--- config.mk ---
export PLATFORM = sky130hd
export DESIGN_NAME = nes_joypad_port
export DESIGN_NICKNAME = d
export VERILOG_FILES = /design/src/rtl/nes_joypad_port.sv
export SDC_FILE = /design/constraint.sdc
export NUM_CORES = 1
export LEC_CHECK = 0
export BUFFER_PORTS_ARGS = -buffer_cell sky130_fd_sc_hd__buf_2
export CAP_MARGIN = 20
export CORE_MARGIN = 1
export CORE_UTILIZATION = 40
export DETAILED_ROUTE_END_ITERATION = 10
export HOLD_SLACK_MARGIN = 0.1
export PLACE_DENSITY_LB_ADDON = 0.3
export SYNTH_ARGS = -nofsm -noshare
export SYNTH_HDL_FRONTEND = slang
export SYNTH_SLANG_ARGS = --single-unit
--- constraint.sdc ---
create_clock -name clk -period 5.6 [get_ports clk]
set_clock_uncertainty 0.05 [all_clocks]
set_input_delay 0.28 -clock clk [delete_from_list [all_inputs] [get_ports clk]]
set_output_delay 0.28 -clock clk [all_outputs]
set_load 0.02 [all_outputs]
--- src/rtl/nes_joypad_port.sv ---
// NES controller port: two 4021-style latch/shift registers with X/Y autofire.
// Optional NES_JOYPAD_SWAP_EN adds a joy_swap input that exchanges the port sources.
module nes_joypad_port #(
    parameter int unsigned FREQ        = 21_492_000,
    parameter int unsigned AUTOFIRE_HZ = 15
) (
    input  logic        clk,
    input  logic        reset,
    input  logic [11:0] joy1,
    input  logic [11:0] joy2,
    input  logic        joypad_strobe,
    input  logic [1:0]  joypad_clock,
`ifdef NES_JOYPAD_SWAP_EN
    input  logic        joy_swap,
`endif
    output logic        joypad1_data,
    output logic        joypad2_data,
    output logic [3:0]  shift_cnt1,
    output logic [3:0]  shift_cnt2
);

    localparam int unsigned HALF = FREQ / (2 * AUTOFIRE_HZ);
    localparam int unsigned CntW = (HALF > 1) ? $clog2(HALF) : 1;
    localparam logic [CntW-1:0] CntMax = CntW'(HALF - 1);

    logic [11:0]           joy1_s1_q, joy1_s2_q, joy2_s1_q, joy2_s2_q;
    logic                  swap_s1_q, swap_s2_q, swap_in;
    logic [CntW-1:0]       af_cnt_q, af_cnt_d;
    logic                  phase_q, phase_d;
    logic [1:0]            last_clock_q;
    logic [1:0][7:0]       sr_q, sr_d;
    logic [1:0][3:0]       cnt_q, cnt_d;
    logic [1:0]            data_q, data_d;
    logic [1:0][11:0]      src;
    logic [1:0][7:0]       latch_val;
    logic                  unused_bits;

`ifdef NES_JOYPAD_SWAP_EN
    assign swap_in = joy_swap;
`else
    assign swap_in = 1'b0;
`endif

    // Only the low ten buttons reach the NES; R/L are ignored.
    assign unused_bits = ^{joy1_s2_q[11:10], joy2_s2_q[11:10]};

    always_comb begin
        af_cnt_d = af_cnt_q + 1'b1;
        phase_d  = phase_q;
        if (af_cnt_q == CntMax) begin
            af_cnt_d = '0;
            phase_d  = ~phase_q;
        end

        src[0] = swap_s2_q ? joy2_s2_q : joy1_s2_q;
        src[1] = swap_s2_q ? joy1_s2_q : joy2_s2_q;

        sr_d  = sr_q;
        cnt_d = cnt_q;
        for (int n = 0; n < 2; n++) begin
            latch_val[n] = {src[n][7:2], src[n][1] | (src[n][9] & phase_q),
                            src[n][0] | (src[n][8] & phase_q)};
            // Strobe has priority over a coincident falling clock edge.
            if (joypad_strobe) begin
                sr_d[n]  = latch_val[n];
                cnt_d[n] = 4'd0;
            end else if (last_clock_q[n] && !joypad_clock[n]) begin
                sr_d[n]  = {1'b1, sr_q[n][7:1]};
                cnt_d[n] = (cnt_q[n] >= 4'd8) ? 4'd8 : cnt_q[n] + 4'd1;
            end
            data_d[n] = sr_q[n][0];
        end
    end

    always_ff @(posedge clk or posedge reset) begin
        if (reset) begin
            joy1_s1_q    <= '0;
            joy1_s2_q    <= '0;
            joy2_s1_q    <= '0;
            joy2_s2_q    <= '0;
            swap_s1_q    <= 1'b0;
            swap_s2_q    <= 1'b0;
            af_cnt_q     <= '0;
            phase_q      <= 1'b0;
            last_clock_q <= 2'b00;
            sr_q         <= {2{8'hFF}};
            cnt_q        <= '0;
            data_q       <= 2'b11;
        end else begin
            joy1_s1_q    <= joy1;
            joy1_s2_q    <= joy1_s1_q;
            joy2_s1_q    <= joy2;
            joy2_s2_q    <= joy2_s1_q;
            swap_s1_q    <= swap_in;
            swap_s2_q    <= swap_s1_q;
            af_cnt_q     <= af_cnt_d;
            phase_q      <= phase_d;
            last_clock_q <= joypad_clock;
            sr_q         <= sr_d;
            cnt_q        <= cnt_d;
            data_q       <= data_d;
        end
    end

    assign joypad1_data = data_q[0];
    assign joypad2_data = data_q[1];
    assign shift_cnt1   = cnt_q[0];
    assign shift_cnt2   = cnt_q[1];

endmodule

Word level (Yosys, flattened, before mapping) --
Cells that the tools add are included.
Storage, ports and cells: bits in registers 89, bits of input ports 29, output and inout bits 10, word-level logic and storage cells 44
Operators by class: $add $sub $neg 3, $lt $le $gt $ge 2, equality and inequality tests 1, multiplexer cells 11, bitwise operators 9, reductions and logical operators 6
Operators with widths (count):
- 8-bit 2-to-1 mux | 4
- 4-bit 2-to-1 mux | 6
- 20-bit by 1-bit adder with 20-bit output, second input constant | 1
- 20-bit equality test, second input constant | 1
- 20-bit 2-to-1 mux | 1
- 4-bit by 1-bit adder with 4-bit output, second input constant | 2
- 4-bit greater-or-equal comparator, second input constant | 2
- 1-bit AND | 4
- 1-bit bitwise OR | 4
- 2-bit nonzero test | 2
- 1-bit logical AND | 2
- 1-bit zero test | 2
- 1-bit NOT | 1

Longest topological paths before layout --
depth in word-level cells 4, gate-level depth with buffers 6, depth with buffers taken out 5

Least setup slack after synthesis --
No wires, ideal clock.
path kind flip-flop to flip-flop, start point register af_cnt_q[4], end point register af_cnt_q[10], library setup time 0.119 ns, data arrival time 1.542 ns, required time 5.431 ns, setup slack 3.890 ns, stages on the path, launching flop included 6, buffers on the path 2, period minus slack after synthesis 1.710 ns, cell sequence dfrtp_1 buf_2 or4_4 nor4_4 buf_6 nor2_1
Between the ends: longest elaborated chain between the ends 2, elaborated cells between the ends (all ways) 3, classes of those cells add/sub (1); eq/ne (1); mux (1)
Ends and longest elaborated chain:
- from (decl) | line 28 | logic [CntW-1:0] af_cnt_q, af_cnt_d;
- from (signal assigned) | line 96 | af_cnt_q <= af_cnt_d;
- 20-bit by 1-bit adder with 20-bit output or 20-bit equality test (tied branches) | line 48, 50
- 20-bit 2-to-1 mux * | line 50 | if (af_cnt_q == CntMax) begin
- named net af_cnt_d[10] | line 28
Mark *: on every way through the listed nets, which the timed path passes. The rest lies on a longest branch. A chain may end at the register's enable or synchronous reset.

Worst setup path in the final report --
start point register af_cnt_q[0], end point register phase_q
Between the ends: longest elaborated chain between the ends 1
Ends and longest elaborated chain:
- 20-bit equality test | line 50
- to (signal assigned) | line 97 | phase_q <= phase_d;
- to (decl) | line 29 | logic phase_q, phase_d;
No other way between the ends.

==> run_results.csv <==
group,metric,value,unit
clock_network,hold_buffers,22,
job,cap_violations,0,
critical_path,crit_type,"flip-flop to flip-flop",
die,die_area,8788,um^2
status,run_status,"complete, no violations",
routing,average_wire_length_per_cell_after_detail_routing,12.49,um
routing,route.antenna.remaining_nets,0,
global_route,grt_util_met1,20.37,%
finish,drive_above_1_share,22.52,%
global_route,grt_remaining_overflow,0,
clock_network,ctsHtreeMaxLevel,3,
sta,grt_setup_unrepaired,"no",
sta,fin_crit_period,2084,ps
synth,synth_top_cells_by_area,"sky130_fd_sc_hd__dfrtp_1 (53%), sky130_fd_sc_hd__dfstp_2 (14%), sky130_fd_sc_hd__mux2i_1 (3.6%), sky130_fd_sc_hd__xnor2_1 (2.6%), sky130_fd_sc_hd__nor2_1 (2.5%)",
critical_path,slack_of_the_worst_reg_to_reg_path,3520,ps
critical_path,capturing_element_type_of_the_critical_path,"flip-flop",
synth,avgSynthCellArea,12.47,um^2
place,placement.io_buffers,34,
critical_path,cpLargestDelayFamily,"simple AND/OR/NAND/NOR gates",
routing,route.detailed.drc,0,
place,placed_cells,398,
clock_network,clock_insertion_delay_worst_skew,350,ps
place,place.detailed.hpwl,3427,um
global_route,grt_first_pass_wirelength,9625,um
sta,relSlewSlack,49.76,%
global_route,grtUsageTotal,14.27,%
clock_network,cts-root-to-sink-buffers,2,
synth,synth_area,3367,um^2
critical_path,critical_path_required,5760,ps
pwr,power-per-cell-area,307.8,nW/um^2
clock_network,clk_root_buffer_cell,"sky130_fd_sc_hd__clkbuf_8",
sta,finalCritPeriodShare,37.22,%
synth,ys_types,32,
finish,finalNetCount,362,
critical_path,critical_path.max_stage_delay,810,ps
routing,detailedRoute.firstPassIterationCount,4,
place,place.gp.congestion,0.7415,
routing,drt-initial-drc-count,90,
die,placementRows,33,
clock_network,postCtsResizedCells,0,
sta,fmax,479.8,MHz
min_path,min-delay-path-class,"flip-flop to flip-flop",
pwr,power_leakage,0.001832,uW
global_route,grt_start_max_net_pins,90,
synth,post_synth_inst_count,270,
critical_path,critPathLaunchType,"flip-flop",
synth,syn_nets,304,
synth,ys_seq_area_share,66.82,%
routing,average_vias_per_placed_instance,4.801,
sta,finalSetupTns,0,ps
critical_path,worst_ep_arrival_time,2240,ps
global_route,busiest_layer,"met1",
die,core_region_area,8175,um^2
synth,synth_largest_area_cell,"sky130_fd_sc_hd__dfrtp_1",
sta,worst-slew-pin-transition,748.0,ps
die,die-height,93.75,um
synth,yosys_top_cell_area_share,52.77,%
finish,layout_common_cells,"sky130_fd_sc_hd__dfrtp_1 (71), sky130_fd_sc_hd__buf_2 (34), sky130_fd_sc_hd__dlygate4sd3_1 (23), sky130_fd_sc_hd__nor2_1 (22), sky130_fd_sc_hd__nand2_1 (21)",
global_route,grt.met3_usage,4.126,%
routing,number_of_vias_after_detailed_routing,2103,
global_route,antenna_found_initial,0,
critical_path,crit_path_cell_trace,"ha_1 -> nand3_1 -> nor4_4 -> xor2_1",
sta,timing.final.hold_violations,0,
finish,antenna_cells,0,
global_route,first_global_vias,1990,
clock_network,worst_setup_hold_path_clk_slew,90,ps
pwr,power.ir.vdd_worst,0.0001451,V
synth,synth.ff_latch_count,89,
clock_network,clkSinkCount,89,
finish,layout.cells.most_common,"sky130_fd_sc_hd__dfrtp_1",
finish,final_non_filler_cells,438,
critical_path,crit_slowest_cell,"sky130_fd_sc_hd__nor4_4",
clock_network,clock_tree_from_tritoncts,"yes",
die,die_width,93.75,um
clock_network,cts-buffers-inserted,9,
critical_path,crit_path_max_fanout,13,
critical_path,critical_path_buf_inv_count,0,
global_route,use_met2,20.13,%
sta,setup_violators_final,0,
clock_network,postCtsSetupRepairBufs,0,
synth,ys.warnings.count,0,
sta,timing_max_transition_violations_final,0,
die,initial_core_util,41.18,%
routing,totalWireLength,5472,um
die,io-pin-count,39,
finish,synthToLayoutAreaGrowth,22.22,%
-- registers in the layout, summed over array words and instances, names as in the netlist --
name and cells:
af_cnt_q 20, sr_q 14, joy1_s1_q 10, joy1_s2_q 10, joy2_s1_q 10, joy2_s2_q 10, shift_cnt1 4, shift_cnt2 4
data_d 2, data_q 2, last_clock_q 2, phase_q 1
-- kinds of logic (layout without fill, tap and decap cells) --
group                    count (synthesis)  count (layout)  share of synthesized area [%]
AO/OA/AOI/OAI                           36              36                          5.983
XOR/XNOR                                17              17                          4.422
adder cells (fa/ha/maj)                  5               5                          1.858
buffers and inverters                   17              80                          2.192
flip-flops                              89              89                          66.82
multiplexers                            12              12                          3.568
AND/OR/NAND/NOR                         94              94                          15.16
-- synthesized netlist by cell type --
cell type and n:
sky130_fd_sc_hd__ha_1 5, sky130_fd_sc_hd__clkbuf_1 9, sky130_fd_sc_hd__or4_4 1, sky130_fd_sc_hd__a211oi_1 4
sky130_fd_sc_hd__and2_1 4, sky130_fd_sc_hd__nand4b_1 1, sky130_fd_sc_hd__buf_2 2, sky130_fd_sc_hd__and4_1 3
sky130_fd_sc_hd__nand2b_1 2, sky130_fd_sc_hd__or4b_1 1, sky130_fd_sc_hd__nor3_1 8, sky130_fd_sc_hd__a21oi_1 15
sky130_fd_sc_hd__a41oi_1 3, sky130_fd_sc_hd__and3_2 1, sky130_fd_sc_hd__inv_1 5, sky130_fd_sc_hd__nand3b_1 2
sky130_fd_sc_hd__nor4_4 1, sky130_fd_sc_hd__xor2_1 7, sky130_fd_sc_hd__nor4_1 4, sky130_fd_sc_hd__nand2_1 21
sky130_fd_sc_hd__mux2i_1 12, sky130_fd_sc_hd__o21ai_0 14, sky130_fd_sc_hd__dfstp_2 18, sky130_fd_sc_hd__xnor2_1 10
sky130_fd_sc_hd__nor4b_1 3, sky130_fd_sc_hd__or4bb_2 1, sky130_fd_sc_hd__nand4_1 6, sky130_fd_sc_hd__buf_6 1
sky130_fd_sc_hd__nand3_1 9, sky130_fd_sc_hd__nor2_1 22, sky130_fd_sc_hd__nor2b_1 4, sky130_fd_sc_hd__dfrtp_1 71
-- layer usage --
layer  part of all wire [%]  wire length [um]  vias to the layer above
li1                       -                 -                     1051
met1                     52              2838                     1005
met2                     43              2346                       36
met3                    3.2               176                       11
met4                    2.0               110                        0
met5                      0                 0                        -
-- power by group --
group | switching [uW] | leakage (uW) | internal, uW
registers | 12.5 | 0.00107 | 682
logic | 39.8 | 0.000646 | 34.6
clock network | 228 | 0.000119 | 270
total | 281 | 0.00183 | 986
-- area by class of cell --
class,instances,area (um^2)
fill,739,4060
sequential,89,2250
multi-input combinational,164,1044
timing repair buffer,59,435.4
clock buffer,10,137.6
tap,105,131.4
clock inverter,6,97.59
inverter,5,20.02
-- path summary, 6_finish.rpt --
| path | startpoint | endpoint | depth (start not counted) |
|---|---|---|---|
| worst max-delay path | af_cnt_q[0] | phase_q | 4 |
| worst min-delay path | joy1_s1_q[9] | joy1_s2_q[9] | 0 |
| worst max register to register | af_cnt_q[0] | phase_q | 4 |
| worst min register to register | joy1_s1_q[9] | joy1_s2_q[9] | 0 |
| max in group asynchronous | reset | data_d[1] | 5 |
| min in group asynchronous | reset | joy2_s1_q[4] | 4 |
-- stage by stage --
stage	hold slack (ps)	setup slack, ps	area [um^2]	total power (uW)	utilization, %
2_1_floorplan	261.4	2993	3367	744.0	-
4_1_cts	240.5	3458	4078	1283	49.88
5_1_grt	308.6	3305	4115	1328	50.34
3_5_place_dp	284.7	3480	3622	768.2	44.31
6_report	298.6	3516	4115	1267	50.34
3_3_place_gp	282.7	3515	3622	765.1	44.31
-- worst reg2reg max path: cells and delay by family, from the launching register on --
family | cells | cell delay, ps
adder cells (fa/ha/maj) | 1 | 200
XOR/XNOR | 1 | 130
AND/OR/NAND/NOR | 2 | 1150
flip-flops | 1 | 410
Power figures use the tool's default switching activity.
